### config.mk
export PLATFORM = sky130hd
export DESIGN_NAME = uart_cmd_parser
export DESIGN_NICKNAME = d
export VERILOG_FILES = /design/src/rtl/uart_cmd_parser_pkg.sv /design/src/rtl/uart_cmd_parser_crc7.sv /design/src/rtl/uart_cmd_parser.sv
export SDC_FILE = /design/constraint.sdc
export NUM_CORES = 1
export LEC_CHECK = 0
export ABC_AREA = 1
export CELL_PAD_IN_SITES_DETAIL_PLACEMENT = 1
export CELL_PAD_IN_SITES_GLOBAL_PLACEMENT = 2
export CORE_ASPECT_RATIO = 1.4
export CORE_MARGIN = 2
export CORE_UTILIZATION = 35
export DETAILED_ROUTE_END_ITERATION = 8
export GPL_TIMING_DRIVEN = 0
export PLACE_DENSITY_LB_ADDON = 0.1
export SYNTH_ARGS = -nofsm -noshare
export SYNTH_HDL_FRONTEND = slang
export SYNTH_SLANG_ARGS = --single-unit
### constraint.sdc
create_clock -name ex_clk -period 6.4 [get_ports ex_clk]
set_clock_uncertainty 0.15 [all_clocks]
set_input_delay 1.28 -clock ex_clk [delete_from_list [all_inputs] [get_ports ex_clk]]
set_output_delay 1.28 -clock ex_clk [all_outputs]
set_load 0.05 [all_outputs]
### src/rtl/uart_cmd_parser_pkg.sv
// Shared constants and types for the UART-to-SD command parser and the SD CRC7 helper.
// Also holds the SD command frame field positions.
package uart_cmd_parser_pkg;

  localparam logic [7:0] SD_SYNC_BYTE = 8'hA5;
  localparam logic [6:0] CRC7_POLY    = 7'h09;   // x^7 + x^3 + 1

  localparam int FRAME_W   = 48;
  localparam int IDX_MSB   = 45;
  localparam int IDX_LSB   = 40;
  localparam int ARG_MSB   = 39;
  localparam int ARG_LSB   = 8;
  localparam int CRC_MSB   = 7;
  localparam int CRC_LSB   = 1;

  typedef enum logic [1:0] {
    ST_IDLE = 2'd0,
    ST_CMD  = 2'd1,
    ST_ARG  = 2'd2
  } state_t;

endpackage

### src/rtl/uart_cmd_parser_crc7.sv
// Combinational SD CRC7 update over one byte, MSB first.
// Shared with the SD command transmitter.
module sd_crc7_byte
  import uart_cmd_parser_pkg::*;
(
  input  logic [6:0] crc_in,
  input  logic [7:0] data,
  output logic [6:0] crc_out
);

  logic [6:0] crc;
  logic       fb;

  always_comb begin
    crc = crc_in;
    fb  = 1'b0;
    for (int i = 7; i >= 0; i--) begin
      fb  = crc[6] ^ data[i];
      crc = {crc[5:0], 1'b0} ^ (fb ? CRC7_POLY : 7'h00);
    end
    crc_out = crc;
  end

endmodule

### src/rtl/uart_cmd_parser.sv
// Assembles sync/command/4-argument byte frames from the UART rx register into
// 48-bit SD command tokens and offers them to the command-line sequencer.
module uart_cmd_parser
  import uart_cmd_parser_pkg::*;
#(
  parameter logic [7:0]  SYNC_BYTE = SD_SYNC_BYTE,
  parameter logic [15:0] TIMEOUT   = 16'd4096
) (
  input  logic               ex_clk,
  input  logic               reset,
  input  logic [7:0]         rx_data_out,
  input  logic               rx_contains_data,
  input  logic               cmd_ready,
  output logic               cmd_valid,
  output logic [FRAME_W-1:0] cmd_frame,
  output logic               busy,
  output logic               err_format,
  output logic               err_timeout,
  output logic               err_overflow,
  output state_t             dbg_state
);

  // Handshake: a frame transfers on any edge where cmd_valid & cmd_ready;
  // cmd_frame is held stable while cmd_valid & ~cmd_ready.

  state_t               state_q, state_n;
  logic [1:0]           cnt_q, cnt_n;
  logic [5:0]           index_q, index_n;
  logic [31:0]          arg_q, arg_n;
  logic [6:0]           crc_q, crc_n, crc_in, crc_out;
  logic [15:0]          tmo_q, tmo_n;
  logic                 flag_d;
  logic                 valid_n;
  logic [FRAME_W-1:0]   frame_n, new_frame;
  logic                 fmt_n, tmo_hit_n, ovf_n;
  logic                 byte_stb, tmo_hit, complete;

  assign byte_stb  = rx_contains_data & ~flag_d;
  assign tmo_hit   = (tmo_q == TIMEOUT);
  assign crc_in    = (state_q == ST_CMD) ? 7'h00 : crc_q;
  assign new_frame = {2'b01, index_q, arg_q[23:0], rx_data_out, crc_out, 1'b1};
  assign busy      = (state_q != ST_IDLE);
  assign dbg_state = state_q;

  sd_crc7_byte u_crc (
    .crc_in  (crc_in),
    .data    (rx_data_out),
    .crc_out (crc_out)
  );

  always_comb begin
    state_n   = state_q;
    cnt_n     = cnt_q;
    index_n   = index_q;
    arg_n     = arg_q;
    crc_n     = crc_q;
    valid_n   = cmd_valid;
    frame_n   = cmd_frame;
    fmt_n     = 1'b0;
    tmo_hit_n = 1'b0;
    ovf_n     = 1'b0;
    complete  = 1'b0;
    case (state_q)
      ST_IDLE: begin
        if (byte_stb && rx_data_out == SYNC_BYTE) state_n = ST_CMD;
      end
      ST_CMD: begin
        if (byte_stb) begin
          if (rx_data_out[7:6] == 2'b01) begin
            index_n = rx_data_out[5:0];
            crc_n   = crc_out;
            cnt_n   = 2'd0;
            state_n = ST_ARG;
          end else begin
            fmt_n   = 1'b1;
            state_n = ST_IDLE;
          end
        end else if (tmo_hit) begin
          tmo_hit_n = 1'b1;
          state_n   = ST_IDLE;
        end
      end
      ST_ARG: begin
        if (byte_stb) begin
          arg_n = {arg_q[23:0], rx_data_out};
          crc_n = crc_out;
          if (cnt_q == 2'd3) begin
            complete = 1'b1;
            state_n  = ST_IDLE;
          end else begin
            cnt_n = cnt_q + 2'd1;
          end
        end else if (tmo_hit) begin
          tmo_hit_n = 1'b1;
          state_n   = ST_IDLE;
        end
      end
      default: state_n = ST_IDLE;
    endcase

    // A completing frame may replace one that is being consumed this cycle.
    if (complete && (!cmd_valid || cmd_ready)) begin
      frame_n = new_frame;
      valid_n = 1'b1;
    end else if (complete) begin
      ovf_n = 1'b1;
    end else if (cmd_valid && cmd_ready) begin
      valid_n = 1'b0;
    end

    if (state_q == ST_IDLE || byte_stb || tmo_hit) tmo_n = 16'd0;
    else                                            tmo_n = tmo_q + 16'd1;
  end

  always_ff @(posedge ex_clk or posedge reset) begin
    if (reset) begin
      state_q      <= ST_IDLE;
      cnt_q        <= 2'd0;
      index_q      <= 6'd0;
      arg_q        <= 32'd0;
      crc_q        <= 7'd0;
      tmo_q        <= 16'd0;
      flag_d       <= 1'b0;
      cmd_valid    <= 1'b0;
      cmd_frame    <= '0;
      err_format   <= 1'b0;
      err_timeout  <= 1'b0;
      err_overflow <= 1'b0;
    end else begin
      state_q      <= state_n;
      cnt_q        <= cnt_n;
      index_q      <= index_n;
      arg_q        <= arg_n;
      crc_q        <= crc_n;
      tmo_q        <= tmo_n;
      flag_d       <= rx_contains_data;
      cmd_valid    <= valid_n;
      cmd_frame    <= frame_n;
      err_format   <= fmt_n;
      err_timeout  <= tmo_hit_n;
      err_overflow <= ovf_n;
    end
  end

endmodule
==> results of run 1 <==
[worst min-delay path, delay by kind of cell (launching register included)]
kind             cells  cell delay [ns]
DFF                  1             0.34
and+or+nand+nor      2             0.09
[where the power goes]
group	internal [mW]	leakage, nW	switching [mW]
Combinational	0.147	1.34	0.308
Clock	0.273	0.137	0.269
Sequential	0.804	1.43	0.0776
[final timing paths]
path                                from       endpoint  slack [ns]  depth (start not counted)
setup reg to reg            dbg_state[1]   dbg_state[1]        4.07                          8
setup / recovery            dbg_state[0]           busy        2.97                          4
hold reg to reg            cmd_frame[33]  cmd_frame[33]        0.32                          2
min in group asynchronous          reset   err_overflow        1.20                          2
max in group asynchronous          reset  cmd_frame[23]        4.17                          3
hold / removal             cmd_frame[33]  cmd_frame[33]        0.32                          2
[cells by family (layout without fill, tap and decap cells)]
| kind of cell | after synthesis | after routing |
|---|---|---|
| other cells | 1 | 1 |
| buf+inv | 79 | 161 |
| xor+xnor | 11 | 11 |
| flops | 108 | 108 |
| fa+ha+maj | 7 | 7 |
| compound gates | 59 | 59 |
| simple gates | 285 | 285 |
[final cells by class]
cell class / count / area share, %
Tap cell: 182 / 3.85
Timing Repair Buffer: 66 / 11.5
Clock inverter: 6 / 0.994
Inverter: 60 / 3.85
Sequential cell: 108 / 45.7
Buffer: 19 / 1.88
Multi-Input combinational cell: 363 / 28.4
Clock buffer: 10 / 3.87
[per-layer routing]
layer	vias up	part of all wire, %	global-route usage, %
met2	53	52	32.6
li1	1865	-	-
met3	13	2.7	3.15
met5	-	0	0
met1	1890	43	23.0
met4	0	1.6	5.26
[layout by cell type, fill, tap and decap left out, types with 2 or more instances in the layout]
cell	instances
nor2_8	2
nor2_1	34
o21ai_1	20
clkbuf_1	7
dfrtp_1	108
nand4_1	9
inv_1	56
nand2_1	201
o21ai_0	27
inv_2	2
buf_2	8
nand3_1	22
xor2_1	10
clkdlybuf4s50_1	65
buf_6	3
nor3_1	13
inv_6	3
buf_4	2
ha_1	7
clkbuf_16	9
a21oi_1	10
[metrics by stage]
step                      worst slack [ns]  std cells  hold WS [ns]  total power [mW]  utilization, %
final                                 2.97        814         0.318              1.88            44.6
after global routing                  2.86        814         0.345              2.02            44.6
after CTS                             2.93        814         0.326              1.91            44.6
after detailed placement              2.97        798         0.308              1.36            42.4
after global placement               0.415        797         0.304              1.34            42.2
after floorplan                       2.12        550         0.292              1.20               -
[sequential cells by signal, indices dropped and copies added, names as in the netlist]
register,count
tmo_q,16
err_format,1
cmd_frame,46
cmd_valid,1
arg_q,24
crc_q,7
dbg_state,2
err_timeout,1
cnt_q,2
err_overflow,1
flag_d,1
index_q,6
==> impl_metrics.env, run 1 <==
export IMPL_finalCritPeriodShare_pct=53.5
export IMPL_cpLargestDelayFamily="buffers and inverters"
export IMPL_cap_violations=0
export IMPL_synth_cells=550
export IMPL_fp_row_count=50
export IMPL_async_reset_ff_share_pct=100
export IMPL_grt_usage_pct=18.5
export IMPL_antenna_found_initial=0
export IMPL_fin_crit_ns=3.43
export IMPL_synth_fp_nets=569
export IMPL_synth_mux_area_share_pct=0
export IMPL_clock_sinks=108
export IMPL_critPathMaxFanout=5
export IMPL_die_w_um=102
export IMPL_drt_total_wl_um=12300
export IMPL_synth_edf_count=0
export IMPL_synth_compound_area_share_pct=6.37
export IMPL_portBuffers=65
export IMPL_drv_slew=0
export IMPL_cts_resized_gates=0
export IMPL_die_y_um=141
export IMPL_cts_hold_buffers=0
export IMPL_endpoint_kind="primary output"
export IMPL_synth_top_area_cell="dfrtp_1"
export IMPL_drive_gt1_share_pct=5.85
export IMPL_ys_seq_area_share_pct=57.3
export IMPL_grt_max_degree=66
export IMPL_tns_ns=0
export IMPL_drt_pass1_iter_count=4
export IMPL_ys_warn_count=0
export IMPL_leakage_nw=2.91
export IMPL_multi_input_area_sq_um=1680
export IMPL_setup_viol=0
export IMPL_ys_ff_latch=108
export IMPL_synth_top_flop_cell="dfrtp_1"
export IMPL_insertion_delay_ns=0.35
export IMPL_synthSimpleGateAreaFrac_pct=25.2
export IMPL_drt_iter0_markers=118
export IMPL_cp_data_required_time_ns=4.97
export IMPL_fill_cells=1618
export IMPL_synth_xor_area_share_pct=2.04
export IMPL_fin_nets=646
export IMPL_core_sq_um=13300
export IMPL_design_area_sq_um=5910
export IMPL_path_cells="inv_1 -> ha_1 -> inv_1 -> clkdlybuf4s50_1"
export IMPL_crit_path_top_delay_cell="clkdlybuf4s50_1"
export IMPL_ctsRootBufferMaster="clkbuf_16"
export IMPL_vias=3821
export IMPL_post_cts_buffers=0
export IMPL_cts_max_path_buffers=2
export IMPL_syn_cell_area_sq_um=4720
export IMPL_start_util_pct=35.6
export IMPL_start_kind="flop"
export IMPL_hold_viol=0
export IMPL_synth_distinct_cells=27
export IMPL_synth_common_cells="nand2_1, dfrtp_1, inv_1"
export IMPL_cp_slowest_stage_delay_ns=0.80
export IMPL_maxSlewHeadroom_pct=56.5
export IMPL_synthAdderAreaFrac_pct=1.86
export IMPL_synthTopCellsByArea="dfrtp_1, nand2_1, inv_1"
export IMPL_io_pins=67
export IMPL_cts_buffers=9
export IMPL_n_antenna_cell=0
export IMPL_drc_errors=0
export IMPL_grt_overflow=0
export IMPL_synth_top_family_by_area="simple AND/OR/NAND/NOR gates"
export IMPL_power_density_nw_per_um2=318
export IMPL_cts_tree="done"
export IMPL_place_area_sq_um=5630
export IMPL_status="finished, final reports clean"
export IMPL_rsz0062_at_grt="no"
export IMPL_dp_hpwl_um=9030
export IMPL_crit_buf_inv=3
export IMPL_avgSynthCellArea_sq_um=8.58
export IMPL_cpMostUsedCell="inv_1"
export IMPL_vias_per_cell=4.69
export IMPL_worst_pin_slew_ns=0.647
export IMPL_cts_htree_levels=3
export IMPL_vdd_drop_max_uv=153
export IMPL_crit_arrival_ns=2.00
export IMPL_gp_congestion=0.795
export IMPL_timing_fmax_mhz=292
export IMPL_grt_pass1_vias=4082
export IMPL_synth_most_common_cell="nand2_1"
export IMPL_grt_pass1_wl_um=20700
export IMPL_ant_nets=0
export IMPL_hold_class="reg2reg"
export IMPL_path_class="reg2out"
export IMPL_cts_clk_slew_worst_paths_ns=0.07
export IMPL_seqCellArea_sq_um=2700
export IMPL_routedWlPerCell_um=15.1
export IMPL_syn_to_final_growth_pct=25.4
export IMPL_yosysTopAreaCellShare_pct=57.3
export IMPL_dieArea_sq_um=14400
Power figures use the tool's default switching activity.
==> run 2, diff against run 1 <==
--- a/config.mk
+++ b/config.mk
@@ -10,7 +10,7 @@
 export CELL_PAD_IN_SITES_GLOBAL_PLACEMENT = 2
 export CORE_ASPECT_RATIO = 1.4
 export CORE_MARGIN = 2
-export CORE_UTILIZATION = 35
+export CORE_UTILIZATION = 29
 export DETAILED_ROUTE_END_ITERATION = 8
 export GPL_TIMING_DRIVEN = 0
 export PLACE_DENSITY_LB_ADDON = 0.1
==> constraint.sdc (replaced) <==
create_clock -name ex_clk -period 2.85 [get_ports ex_clk]
set_clock_uncertainty 0.15 [all_clocks]
set_input_delay 0.57 -clock ex_clk [delete_from_list [all_inputs] [get_ports ex_clk]]
set_output_delay 0.57 -clock ex_clk [all_outputs]
set_load 0.05 [all_outputs]
==> run 2 against run 1 <==
Against the previous run:
- sequential power grew 120%
- largest power group unchanged
- critical path depth did not move
- via count decreased by 1.6%
- wire length increased by 1.0%
- setup slack worse by 2.9 ns
- first-iteration DRC count shrank 19%
==> impl_metrics.env, run 2 (synthesis results as in run 1) <==
export IMPL_status="finished, final reports clean"
export IMPL_critPathMaxFanout=5
export IMPL_power_frac_clock_pct=28.9
export IMPL_ant_nets=0
export IMPL_crit_path_top_delay_cell="clkdlybuf4s50_1"
export IMPL_start_util_pct=29.4
export IMPL_worst_pin_slew_ns=0.832
export IMPL_finalCritPeriodShare_pct=96.0
export IMPL_insertion_delay_ns=0.35
export IMPL_portBuffers=65
export IMPL_drt_total_wl_um=12400
export IMPL_cts_hold_buffers=0
export IMPL_n_antenna_cell=0
export IMPL_grt_overflow=0
export IMPL_ctsRootBufferMaster="clkbuf_16"
export IMPL_comb_power_share_pct=24.6
export IMPL_largest_reg_flops=46
export IMPL_layout_common_cells="nand2_1, dfrtp_1, clkdlybuf4s50_1"
export IMPL_design_area_sq_um=5950
export IMPL_cts_clk_slew_worst_paths_ns=0.08
export IMPL_switching_power_mw=1.49
export IMPL_drv_slew=0
export IMPL_cpMostUsedCell="inv_1"
export IMPL_top_regs="cmd_frame (46), arg_q (24), tmo_q (16)"
export IMPL_maxSlewHeadroom_pct=44.4
export IMPL_start_kind="flop"
export IMPL_netSwitchingFraction_pct=35.1
export IMPL_cts_max_path_buffers=2
export IMPL_intPower_mw=2.75
export IMPL_syn_to_final_growth_pct=26.2
export IMPL_regMostFlops="cmd_frame"
export IMPL_pre_cts_ws_ns=0.104
export IMPL_vias=3761
export IMPL_cts_tree="done"
export IMPL_cp_slowest_stage_delay_ns=0.80
export IMPL_tns_ns=0
export IMPL_setup_ws_ns=0.113
export IMPL_hold_class="reg2reg"
export IMPL_fin_crit_ns=2.74
export IMPL_hold_viol=0
export IMPL_dp_hpwl_um=9310
export IMPL_fin_nets=647
export IMPL_setup_viol=0
export IMPL_rsz0062_at_grt="no"
export IMPL_grt_pass1_vias=4053
export IMPL_antenna_found_initial=0
export IMPL_drive_gt1_share_pct=6.00
export IMPL_cap_violations=0
export IMPL_timing_fmax_mhz=365
export IMPL_path_class="reg2out"
export IMPL_vias_per_cell=4.52
export IMPL_crit_buf_inv=3
export IMPL_routedWlPerCell_um=14.9
export IMPL_die_y_um=155
export IMPL_cts_htree_levels=3
export IMPL_grt_pass1_wl_um=20600
export IMPL_seqPwrFrac_pct=46.5
export IMPL_endpoint_kind="primary output"
export IMPL_grt_max_degree=42
export IMPL_drt_pass1_iter_count=4
export IMPL_drt_iter0_markers=95
export IMPL_path_cells="inv_1 -> ha_1 -> inv_1 -> clkdlybuf4s50_1"
export IMPL_post_cts_buffers=0
export IMPL_clock_sinks=108
export IMPL_utilization_pct=37.1
export IMPL_cpLargestDelayFamily="buffers and inverters"
export IMPL_io_pins=67
export IMPL_power_density_nw_per_um2=713
export IMPL_place_area_sq_um=5660
export IMPL_fp_row_count=55
export IMPL_cts_resized_gates=0
export IMPL_layout_commonest_cell="nand2_1"
export IMPL_grt_usage_pct=15.0
export IMPL_cp_data_required_time_ns=2.13
export IMPL_core_sq_um=16000
export IMPL_gp_congestion=0.817
export IMPL_dieArea_sq_um=17300
export IMPL_die_w_um=112
export IMPL_cts_buffers=9
export IMPL_fill_cells=1932
export IMPL_drc_errors=0
export IMPL_crit_arrival_ns=2.02
export IMPL_vdd_drop_max_uv=410
export IMPL_leakage_nw=2.91
==> run 2: cell type report <==
cell class / count / area, sq um / area share (%)
clock buffers: 10 / 229 / 3.85
inverters: 60 / 229 / 3.85
well taps: 199 / 249 / 4.18
plain buffers: 19 / 111 / 1.87
flip-flops and latches: 108 / 2700 / 45.4
multi-input cells: 363 / 1680 / 28.2
clock inverters: 6 / 61.3 / 1.03
repair buffers: 67 / 691 / 11.6
==> run 2: path summary, 6_finish.rpt <==
path,cells past startpoint,start,slack [ns],endpoint
worst max-delay path,4,dbg_state[0],0.11,busy
worst min-delay path,2,cmd_frame[35],0.32,cmd_frame[35]
worst max register to register,8,dbg_state[1],0.45,dbg_state[1]
worst min register to register,2,cmd_frame[35],0.32,cmd_frame[35]
max in group asynchronous,3,reset,1.29,cmd_frame[19]
min in group asynchronous,2,reset,0.58,tmo_q[5]
==> run 2: layer usage <==
layer / global-route usage, % / vias to the layer above / share of wire [%]
li1: - / 1869 / -
met1: 18.1 / 1830 / 45
met2: 27.3 / 50 / 51
met3: 2.49 / 12 / 2.5
met4: 4.29 / 0 / 1.4
met5: 0 / - / 0
==> run 2: power groups by stage <==
stage	clock network [mW]	logic [mW]	registers [mW]
floorplan	0	0.688	2.02
global placement	0	1.03	2.00
detailed placement	0	1.06	2.01
CTS	1.28	1.07	1.98
global route	1.33	1.20	2.02
finish	1.23	1.04	1.97
==> run 2: metrics by stage <==
step	power [mW]	instances	hold WS [ns]
after floorplan	2.70	550	0.292
after global placement	3.03	814	0.304
after detailed placement	3.07	816	0.307
after CTS	4.33	832	0.327
after global routing	4.55	832	0.354
final	4.24	832	0.322
==> run 2: worst min-delay path, cell delays in order, from the launching register on <==
cell     delay [ns]
dfrtp_1        0.35
nand2_1        0.05
nand2_1        0.04
